<file path="src/rtl/uio_dir_ctrl_if.sv">
// Control bundle for uio_dir_ctrl.
//   master: drives ena, ser_in, ser_vld and ser_clr; observes uio_oe, busy, done and err.
//   slave : the direction controller itself.
interface uio_dir_ctrl_if;
  logic       ena;
  logic       ser_in;
  logic       ser_vld;
  logic       ser_clr;
  logic [7:0] uio_oe;
  logic       busy;
  logic       done;
  logic       err;

  modport master (
    output ena, ser_in, ser_vld, ser_clr,
    input  uio_oe, busy, done, err
  );

  modport slave (
    input  ena, ser_in, ser_vld, ser_clr,
    output uio_oe, busy, done, err
  );
endinterface

</file>
<file path="src/rtl/uio_dir_ctrl.sv">
// uio_dir_ctrl: serially configured output-enable register for 8 bidirectional pins.
// A frame arrives MSB first on ser_in/ser_vld. A direction change passes through a
// break-before-make turnaround of TURN_CYCLES cycles before the new enables are applied.
//
// Ports:
//   clk   - clock, rising edge
//   rst_n - asynchronous active-low reset
//   bus   - uio_dir_ctrl_if.slave (ena, ser_in, ser_vld, ser_clr -> uio_oe, busy, done, err)
//
// Optional feature: define UIO_PARITY_EN for 9-bit frames whose last bit is even parity
// over the 8 data bits; a bad frame pulses err and leaves uio_oe unchanged.
module uio_dir_ctrl #(
  parameter int unsigned TURN_CYCLES = 2
) (
  input logic           clk,
  input logic           rst_n,
  uio_dir_ctrl_if.slave bus
);

`ifdef UIO_PARITY_EN
  localparam int unsigned FrameLen = 9;
`else
  localparam int unsigned FrameLen = 8;
`endif

  typedef enum logic [1:0] {StIdle, StShift, StTurn, StApply} state_e;

  state_e     state_q;
  logic [7:0] shadow_q;
  logic [7:0] oe_q;
  logic [3:0] cnt_q;
  logic [3:0] turn_q;
  logic       done_q;
  logic       err_q;

  logic [7:0] shadow_shift;
  logic [7:0] frame_word;
  logic       last_bit;

  assign shadow_shift = {shadow_q[6:0], bus.ser_in};
  assign last_bit     = (cnt_q == 4'(FrameLen - 1));

`ifdef UIO_PARITY_EN
  logic par_ok;
  // The parity bit is not shifted in, so the shadow already holds the full data word.
  assign frame_word = shadow_q;
  assign par_ok     = ~(^{shadow_q, bus.ser_in});
`else
  assign frame_word = shadow_shift;
`endif

  always_ff @(posedge clk or negedge rst_n) begin
    if (!rst_n) begin
      state_q  <= StIdle;
      shadow_q <= 8'h00;
      oe_q     <= 8'h00;
      cnt_q    <= 4'd0;
      turn_q   <= 4'd0;
      done_q   <= 1'b0;
      err_q    <= 1'b0;
    end else begin
      done_q <= 1'b0;
      err_q  <= 1'b0;
      if (bus.ena) begin
        unique case (state_q)
          StIdle: begin
            if (bus.ser_vld) begin
              shadow_q <= shadow_shift;
              cnt_q    <= 4'd1;
              state_q  <= StShift;
            end
          end
          StShift: begin
            // Abort beats a simultaneous valid bit.
            if (bus.ser_clr) begin
              cnt_q   <= 4'd0;
              state_q <= StIdle;
            end else if (bus.ser_vld) begin
              if (last_bit) begin
                cnt_q    <= 4'd0;
                shadow_q <= frame_word;
`ifdef UIO_PARITY_EN
                if (!par_ok) begin
                  err_q   <= 1'b1;
                  state_q <= StIdle;
                end else
`endif
                if (frame_word == oe_q) begin
                  state_q <= StApply;
                end else begin
                  // Break-before-make: released pins drop now, claimed pins wait for APPLY.
                  oe_q    <= oe_q & frame_word;
                  turn_q  <= 4'(TURN_CYCLES);
                  state_q <= StTurn;
                end
              end else begin
                shadow_q <= shadow_shift;
                cnt_q    <= cnt_q + 4'd1;
              end
            end
          end
          StTurn: begin
            turn_q <= turn_q - 4'd1;
            if (turn_q <= 4'd1) begin
              state_q <= StApply;
            end
          end
          StApply: begin
            oe_q    <= shadow_q;
            done_q  <= 1'b1;
            state_q <= StIdle;
          end
          default: state_q <= StIdle;
        endcase
      end
    end
  end

  assign bus.uio_oe = oe_q;
  assign bus.busy   = (state_q != StIdle);
  assign bus.done   = done_q;
`ifdef UIO_PARITY_EN
  assign bus.err    = err_q;
`else
  assign bus.err    = 1'b0;
`endif

endmodule

</file>
<file path="src/flat_wrapper.sv">
// flat-port wrapper written by rule: the top's interface ports become plain ports
module uio_dir_ctrl_flat 
#(
  parameter int unsigned TURN_CYCLES = 2
)
  (clk, rst_n, bus_ena, bus_ser_in, bus_ser_vld, bus_ser_clr, bus_uio_oe, bus_busy, bus_done, bus_err);
  uio_dir_ctrl_if bus_i ();
  input logic clk;
  input logic rst_n;
  input wire logic [$bits(bus_i.ena)-1:0] bus_ena;
  input wire logic [$bits(bus_i.ser_in)-1:0] bus_ser_in;
  input wire logic [$bits(bus_i.ser_vld)-1:0] bus_ser_vld;
  input wire logic [$bits(bus_i.ser_clr)-1:0] bus_ser_clr;
  output wire logic [$bits(bus_i.uio_oe)-1:0] bus_uio_oe;
  output wire logic [$bits(bus_i.busy)-1:0] bus_busy;
  output wire logic [$bits(bus_i.done)-1:0] bus_done;
  output wire logic [$bits(bus_i.err)-1:0] bus_err;
  assign bus_i.ena = bus_ena;
  assign bus_i.ser_in = bus_ser_in;
  assign bus_i.ser_vld = bus_ser_vld;
  assign bus_i.ser_clr = bus_ser_clr;
  assign bus_uio_oe = bus_i.uio_oe;
  assign bus_busy = bus_i.busy;
  assign bus_done = bus_i.done;
  assign bus_err = bus_i.err;
  uio_dir_ctrl #(.TURN_CYCLES(TURN_CYCLES)) u_core (.clk(clk), .rst_n(rst_n), .bus(bus_i));
endmodule
</file>
<file path="config.mk">
export PLATFORM = sky130hd
export DESIGN_NAME = uio_dir_ctrl_flat
export DESIGN_NICKNAME = d
export VERILOG_FILES = /design/src/rtl/uio_dir_ctrl_if.sv /design/src/rtl/uio_dir_ctrl.sv /design/src/flat_wrapper.sv
export SDC_FILE = /design/constraint.sdc
export NUM_CORES = 1
export LEC_CHECK = 0
export ABC_AREA = 1
export CAP_MARGIN = 20
export CORE_MARGIN = 2
export CORE_UTILIZATION = 40
export DETAILED_ROUTE_END_ITERATION = 10
export PLACE_DENSITY = 0.56
export SYNTH_ARGS = -nofsm -noshare
export SYNTH_HDL_FRONTEND = slang
export SYNTH_SLANG_ARGS = --single-unit
export TNS_END_PERCENT = 1
</file>
<file path="constraint.sdc">
create_clock -name clk -period 3.16 [get_ports clk]
set_input_delay 0.316 -clock clk [delete_from_list [all_inputs] [get_ports clk]]
set_output_delay 0.316 -clock clk [all_outputs]
set_load 0.01 [all_outputs]
</file>
# Word level (Yosys, flattened, before mapping)
# Index checks and enable logic that the tools add are counted.
[op_classes]
add_sub_neg = 2
order_cmp = 1
n_eq_ne = 13
muxes = 27
bitwise_logic = 1
n_reduce_logical = 10
[ops]
columns = ["operator", "n"]
rows = [
  ["$mux 8", 6],
  ["$mux 4", 8],
  ["$pmux 8 s2", 2],
  ["$pmux 4 s2", 2],
  ["$reduce_and 6->1", 2],
  ["$mux 2", 5],
  ["$and 8x8->8", 1],
  ["$eq 8x8->1", 1],
  ["$ne 2x2->1 const B", 4],
  ["$pmux 2 s4", 1],
  ["$reduce_bool 2->1", 4],
  ["$reduce_and 5->1", 1],
  ["$add 4x1->4 const B", 1],
  ["$eq 2x2->1 const B", 2],
  ["$eq 4x3->1 const B", 1],
  ["$le 4x1->1 const B", 1],
  ["$ne 2x1->1 const B", 2],
  ["$reduce_and 4->1", 1],
  ["$sub 4x1->4 const B", 1],
  ["$mux 1", 3],
  ["$ne 3x2->1 const B", 1],
  ["$ne 3x3->1 const B", 1],
  ["$reduce_and 3->1", 1],
  ["$eq 2x1->1 const B", 1],
  ["$logic_not 2->1", 1],
]
[totals]
regBits = 27
inputBits = 6
out_inout_bits = 11

# Longest topological paths before layout
# Gate-level depths: netlist of the first run.
[depth]
depth_word = 6
depth_mapped = 9
depth_no_buf = 9

# Least setup slack after synthesis of the first run
# Ideal clock, no wire load.
[synth_path]
kind = "register to register"
startpoint = "register u_core.oe_q[0], in the netlist u_core.bus.uio_oe[0]"
endpoint = "register u_core.oe_q[0], in the netlist u_core.bus.uio_oe[0]"
setup_time_ns = 0.117
arrival_time_ns = 1.476
required_ns = 3.043
setup_slack_ns = 1.567
stages_incl_launch_ff = 9
period_less_slack_ns = 1.593
cell_sequence = "dfrtp_1 -> ha_1 -> nor2_1 -> nand2_1 -> o21ai_0 -> nand2_1 -> clkbuf_1 -> nand3_1 -> nand2_1"
[synth_between]
elab_chain_cells = 6
word_cells_on_any_way = 9
cone_classes = "2 x eq/ne; 5 x mux; 1 x bitwise; 1 x reduce/logical"
[synth_rtl]
columns = ["item", "line", "source"]
rows = [
  ["from (decl)", "uio_dir_ctrl.sv:30", "logic [7:0] oe_q;"],
  ["from (signal assigned)", "uio_dir_ctrl.sv:92", "oe_q <= oe_q & frame_word;"],
  ["from (signal assigned)", "uio_dir_ctrl.sv:109", "oe_q <= shadow_q;"],
  ["$and 8x8->8", "uio_dir_ctrl.sv:92", ""],
  ["$mux 8", "uio_dir_ctrl.sv:88", "if (frame_word == oe_q) begin"],
  ["$mux 8", "uio_dir_ctrl.sv:79", "if (last_bit) begin"],
  ["$mux 8", "uio_dir_ctrl.sv:78", "end else if (bus.ser_vld) begin"],
  ["$mux 8", "uio_dir_ctrl.sv:75", "if (bus.ser_clr) begin"],
  ["$pmux 8 s2", "uio_dir_ctrl.sv:65", "unique case (state_q)"],
]
# Several ways; a longest one is shown, not always the timed one. The select of a mux whose other input is x is not followed.
# A chain may end at the register's enable or synchronous reset.

==> flow_summary_export.csv, run 1 <==
group,metric,value,unit
yosys,ys_ff_latch,27,
routing,residual_antenna_violating_net_count_after_detailed_routing,0,
grt,met1_usage,0.2242,
hold_path,min-delay-path-class,"primary input to asynchronous set/reset pin",
cts,clk_path_buf_depth,2,
grt,wire_length_of_the_first_global_routing_pass,6120,um
routing,dr.pass1.iters,4,
cells_and_area,syn_to_final_growth,15.17,%
critical_path,worstPathCellList,"inv_1 > nand2_1 > clkdlybuf4s50_1",
grt,globalRoute.busiestLayer,"met2",
grt,grt_remaining_overflow,0,
sta,unrepaired_setup_endpoints_after_global_routing,"no",
sta,fmax,508.8,MHz
run,drv.max_cap_violation_count,0,
floorplanning,fp.dieW,66.76,um
yosys,post_synth_main_area_contributors,"sky130_fd_sc_hd__dfrtp_1 (43%), sky130_fd_sc_hd__nand2_1 (17%), sky130_fd_sc_hd__ha_1 (8.7%)",
sta,finClkSkew,0.01135,ns
grt,global_route.usage.met2,0.3188,
grt,maximum_number_of_pins_on_one_net_before_global_route_repair,28,
yosys,synth_area_per_cell,7.361,um^2
power,power.ir.vdd_worst,0.0003353,V
cells_and_area,nFillCells,386,
routing,drt_wl_total,3470,um
critical_path,cp-end-kind,"output port",
critical_path,worstPathArrival,1.65,ns
critical_path,critical_path.n_buffers_inverters,2,
floorplanning,initial_core_util,0.4239,
yosys,asyncSetResetFlopFracSynth,1.000,
yosys,synth-edff-count,0,
critical_path,crit_path_max_incr_delay,0.60,ns
routing,detail_route.iter0.violations,79,
power,p_leak,0.0009270,uW
yosys,synthCells,214,
grt,groute.usage.overall,0.1823,
critical_path,wp_data_required,2.84,ns
floorplanning,io-pin-count,17,
grt,antenna_found_initial,0,
routing,routed_length_per_placed_instance,12.53,um
power,power.switching,692.6,uW
floorplanning,design.core.area,3716,um^2
floorplanning,dieArea,4456,um^2
power,pwr-share-seq,0.402,
grt,use_met3,0.03209,
cts,cts_htree_levels,1,
critical_path,critPathKind,"flop to output port",
critical_path,worst-path-max-fanout,8,
yosys,most_frequent_cell_after_synthesis,"sky130_fd_sc_hd__nand2_1",
floorplanning,die_height,66.76,um
yosys,synth-seq-area-share,0.4289,
cells_and_area,layout-drive-gt1-share,0.05240,
place,port-buffer-count,15,
outcome,outcome,"finished, final reports clean",
critical_path,path_delay_family,"buffers and inverters",
sta,finalHoldViolCount,0,
sta,max_slew_margin,0.6263,
cts,cts_root_buf,"sky130_fd_sc_hd__clkbuf_8",
yosys,yosys_warnings,0,
cells_and_area,final_net_count,247,
power,p_int,863.1,uW
yosys,distinct_cell_type_count_after_synthesis,18,
cts,clock_insertion_delay_worst_skew,0.29,ns
power,power.density,857.5,nW/um^2
floorplanning,core.rowCount,22,
cts,post_cts.resized_instances,0,
sta,timing.hold.ws,0.3989,ns
power,power.share.combinational,0.462,
cts,clk_pin_slew,0.11,ns
yosys,netlist_area_before_placement,1575,um^2
yosys,yosys.area.top_type_share,0.4289,
sta,setup_viol,0,
cts,cts_buffers,3,
yosys,postSynth.topFlopCell,"sky130_fd_sc_hd__dfrtp_1",
cts,postCtsSetupRepairBufs,0,
yosys,synth.cells.most_frequent,"sky130_fd_sc_hd__nand2_1 (71), sky130_fd_sc_hd__dfrtp_1 (27), sky130_fd_sc_hd__nor2_1 (27)",
yosys,number_of_nets_in_the_synthesized_netlist,231,
critical_path,setup.worst_path.start_class,"flop",
place,gp_congestion,0.9231,
sta,transition_time_of_the_tightest_slew_check_pin,0.5590,ns
routing,via_per_instance_ratio,4.917,
power,switching_share,0.4452,
place,detailed_placer_s_ending_hpwl,2587,um
cts,cts_hold_repair.buffers,0,
routing,detail_route.drc_violations,0,
routing,vias,1362,
sta,timing.final.crit_share,0.6220,
power,clock_power_share,0.136,
cells_and_area,num_antenna_cells,0,
grt,vias_in_the_first_global_route,1363,
critical_path,critical_path.slowest_cell,"sky130_fd_sc_hd__dfrtp_1",
cts,cts_tree,"built",
sta,timing_max_transition_violations_final,0,
sta,period_minus_ws_final,1.966,ns
cts,numClockSinks,27,
yosys,synth_area_leader_cell,"sky130_fd_sc_hd__dfrtp_1",
sta,finalSetupTns,0,ns
[per-stage QoR]
step | area [um^2] | power (uW) | worst slack [ns] | instances | util
after CTS | 1814 | 1574 | 1.179 | 277 | 0.4882
after global placement | 1765 | 1338 | 1.058 | 273 | 0.4751
after detailed placement | 1765 | 1358 | 1.002 | 273 | 0.4751
after floorplan | 1575 | 1100 | 1.567 | 214 | -
final | 1814 | 1556 | 1.194 | 277 | 0.4882
after global routing | 1814 | 1717 | 1.056 | 277 | 0.4882
[layout make-up]
class                   instances  area, um^2  area share
repair buffers                 16       157.7     0.08690
clock inverters                 1       7.507    0.004138
flip-flops and latches         27       675.6      0.3724
inverters                      19       71.32     0.03931
well taps                      48       60.06     0.03310
clock buffers                   3       41.29     0.02276
multi-input cells             163       800.8      0.4414
[sequential cells by signal, summed over array words and instances (netlist names), named ones only]
register           count
u_core.bus.done        1
u_core.bus.uio_oe      8
u_core.cnt_q           4
u_core.shadow_q        8
u_core.state_q         1
u_core.turn_q          4
[power by group through the flow]
stage | Clock, uW | Sequential, uW | Combinational [uW]
after floorplan | 0 | 600 | 500
after global placement | 0 | 628 | 710
after detailed placement | 0 | 633 | 725
after CTS | 214 | 626 | 733
after global routing | 227 | 648 | 842
final | 211 | 625 | 719
[placed cells by master (no fill, tap or decap)]
cell	count
sky130_fd_sc_hd__a21oi_1	5
sky130_fd_sc_hd__buf_4	1
sky130_fd_sc_hd__clkbuf_8	3
sky130_fd_sc_hd__clkdlybuf4s50_1	15
sky130_fd_sc_hd__clkinvlp_4	1
sky130_fd_sc_hd__conb_1	1
sky130_fd_sc_hd__dfrtp_1	27
sky130_fd_sc_hd__ha_1	11
sky130_fd_sc_hd__inv_1	18
sky130_fd_sc_hd__inv_2	1
sky130_fd_sc_hd__nand2_1	71
sky130_fd_sc_hd__nand2_2	2
sky130_fd_sc_hd__nand3_1	22
sky130_fd_sc_hd__nand4_1	1
sky130_fd_sc_hd__nor2_1	27
sky130_fd_sc_hd__nor2_2	3
sky130_fd_sc_hd__nor2_8	1
sky130_fd_sc_hd__o21ai_0	18
sky130_fd_sc_hd__xnor2_1	1
[logic make-up after synthesis]
group | count (synthesis) | share of synthesized area
AO/OA/AOI/OAI | 23 | 0.07307
other | 1 | 0.002381
adder cells (fa/ha/maj) | 11 | 0.08737
XOR/XNOR | 1 | 0.005561
AND/OR/NAND/NOR | 127 | 0.3400
flip-flops | 27 | 0.4289
buffers and inverters | 24 | 0.06274
[worst paths after layout]
| check | start | end | slack (ns) | cells after the start |
|---|---|---|---|---|
| max in group asynchronous | rst_n | u_core.bus.uio_oe[4] | 2.49 | 2 |
| worst max-delay path | flop | bus_busy | 1.19 | 3 |
| min in group clk | u_core.turn_q[3] | u_core.turn_q[3] | 0.52 | 2 |
| worst max register to register | u_core.bus.uio_oe[5] | u_core.bus.uio_oe[3] | 1.26 | 8 |
| worst min register to register | u_core.turn_q[3] | u_core.turn_q[3] | 0.52 | 2 |
| worst min-delay path | rst_n | u_core.turn_q[2] | 0.40 | 2 |
[layer usage]
| layer | share of wire | vias to the layer above |
|---|---|---|
| met4 | 0.014 | 0 |
| met1 | 0.45 | 626 |
| met3 | 0.031 | 5 |
| met5 | 0 | - |
| met2 | 0.50 | 25 |
| li1 | - | 706 |
(Power assumes the default switching activity.)
==> run 2: changes to the inputs <==
PLACE_DENSITY = 0.58   (was 0.56)
clock period = 1.8 ns   (was 3.16 ns; I/O delays follow)
==> run 2 against run 1 <==
Compared with the run above:
- setup slack lost 1.1 ns
- clock power grew 64%
- flip-flop and latch count is the same
- total power grew 77%
- register-to-register slack lost 1.1 ns
- clock skew shrank 0.0084 ns
- global-route usage shrank 1.4 points
- cell count grew 2.5%
- critical endpoint unchanged
- largest cell class unchanged
- highest routed layer unchanged
==> flow_summary_export.csv, run 2 (synthesis results as in run 1) <==
group,metric,value,unit
outcome,outcome,"finished, final reports clean",
cells_and_area,syn_to_final_growth,18.51,%
cts,cts_tree,"built",
cells_and_area,mostFrequentLayoutCells,"sky130_fd_sc_hd__nand2_1 (71), sky130_fd_sc_hd__nor2_1 (26), sky130_fd_sc_hd__dfrtp_1 (26), sky130_fd_sc_hd__nand3_1 (22), sky130_fd_sc_hd__inv_1 (18)",
grt,antenna_found_initial,0,
power,power.ir.vdd_worst,0.0007827,V
run,drv.max_cap_violation_count,0,
floorplanning,initial_core_util,0.4239,
routing,via_per_instance_ratio,4.761,
cts,numClockSinks,27,
place,port-buffer-count,15,
sta,finClkSkew,0.002932,ns
critical_path,worst_setup_path_startpoint,"u_core.state_q[0]",
grt,grt_remaining_overflow,0,
cts,cts_root_buf,"sky130_fd_sc_hd__clkbuf_8",
routing,dr.pass1.iters,4,
sta,unrepaired_setup_endpoints_after_global_routing,"no",
floorplanning,dieArea,4456,um^2
critical_path,reg2regPathDepth,9,
power,p_leak,0.0009595,uW
critical_path,worstPathArrival,1.52,ns
grt,vias_in_the_first_global_route,1271,
place,gp_congestion,0.7785,
cells_and_area,layout_commonest_cell,"sky130_fd_sc_hd__nand2_1",
floorplanning,die_height,66.76,um
floorplanning,io-pin-count,17,
place,dpl-instance-area,1810,um^2
cells_and_area,num_antenna_cells,0,
critical_path,critical_path.reg2reg.startpoint,"u_core.bus.uio_oe[5]",
floorplanning,design.core.area,3716,um^2
cells_and_area,design_area,1867,um^2
sta,timing_max_transition_violations_final,0,
sta,finalSetupTns,0,ns
sta,timing.final.crit_share,0.9447,
cts,cts_htree_levels,1,
power,power.density,1476,nW/um^2
routing,vias,1352,
critical_path,worst-path-max-fanout,7,
sta,finalHoldViolCount,0,
cells_and_area,nFillCells,393,
critical_path,rr_endpoint,"u_core.turn_q[1]",
routing,detail_route.iter0.violations,105,
grt,wire_length_of_the_first_global_routing_pass,5775,um
grt,maximum_number_of_pins_on_one_net_before_global_route_repair,28,
critical_path,critical_path.endpoint,"bus_busy",
critical_path,cp-end-kind,"output port",
floorplanning,fp.dieW,66.76,um
routing,detail_route.drc_violations,0,
sta,setup_viol,0,
critical_path,setup.reg_to_reg.worst_slack,0.15,ns
cts,clk_path_buf_depth,2,
cells_and_area,final_net_count,254,
cts,clock_insertion_delay_worst_skew,0.27,ns
cts,cts_hold_repair.buffers,0,
routing,routed_length_per_placed_instance,11.53,um
routing,residual_antenna_violating_net_count_after_detailed_routing,0,
critical_path,setup.worst_path.start_class,"flop",
cells_and_area,layout-drive-gt1-share,0.08475,
routing,drt_wl_total,3274,um
hold_path,min-delay-path-class,"primary input to asynchronous set/reset pin",
critical_path,critPathKind,"flop to output port",
place,detailed_placer_s_ending_hpwl,2405,um
critical_path,wp_data_required,1.62,ns
floorplanning,core.rowCount,22,
cts,clk_pin_slew,0.09,ns
sta,period_minus_ws_final,1.700,ns
cts,cts_buffers,3,
sta,fmax,588.1,MHz
grt,groute.usage.overall,0.1679,
## run 2: layout make-up
type                    instances  area, um^2  share of cell area
clock buffers                   4       45.04             0.02413
well taps                      48       60.06             0.03217
multi-input cells             163       803.3              0.4303
repair buffers                 23       210.2              0.1126
inverters                      19       71.32             0.03820
flip-flops and latches         27       676.9              0.3626
## run 2: worst min path at each step
| stage | from | endpoint | slack [ns] |
|---|---|---|---|
| after floorplan | rst_n | asynchronous set/reset pin | -0.12 |
| after global placement | u_core.shadow_q[7] | u_core.shadow_q[7] | 0.47 |
| after detailed placement | u_core.shadow_q[7] | u_core.shadow_q[7] | 0.48 |
| after CTS | rst_n | u_core.bus.uio_oe[4] | 0.30 |
| after global routing | rst_n | u_core.bus.uio_oe[4] | 0.33 |
| final | rst_n | u_core.shadow_q[1] | 0.28 |
## run 2: layer usage
layer / GRT usage / vias up / routed length (um)
li1: - / 721 / -
met1: 0.2383 / 608 / 1691
met2: 0.2688 / 21 / 1438
met3: 0.03547 / 2 / 128
met4: 0.02296 / 0 / 17
met5: 0 / - / 0
## run 2: worst max-delay path: stages, from the launching register on
cell,delay [ns]
sky130_fd_sc_hd__dfrtp_1,0.50
sky130_fd_sc_hd__inv_2,0.14
sky130_fd_sc_hd__nand2_1,0.09
sky130_fd_sc_hd__clkdlybuf4s50_1,0.53
## run 2: per-stage QoR
stage	util	cells	hold WS, ns	setup WS (ns)	power, uW
finish	0.5024	284	0.2843	0.09963	2756
global route	0.5024	284	0.3256	0.008614	3051
CTS	0.4997	283	0.2980	0.09152	2762
detailed placement	0.4872	279	0.4811	-0.03501	2400
global placement	0.4872	279	0.4748	-0.0009951	2389
floorplan	-	214	-0.1156	0.2070	1932
## run 2: where the power goes
group	switching, uW	total (uW)	internal [uW]
clock	189	347	159
sequential	243	1090	846
combinational	747	1320	572
total	1180	2760	1580
## run 2: what timing repair did
| item | in CTS | in global routing |
|---|---|---|
| resized for setup | 1 | 2 |
| hold endpoints to repair | 0 | 0 |
| pin swaps | 0 | 1 |
| buffers inserted | 0 | 1 |
| endpoints found under the setup margin | 1 | 9 |
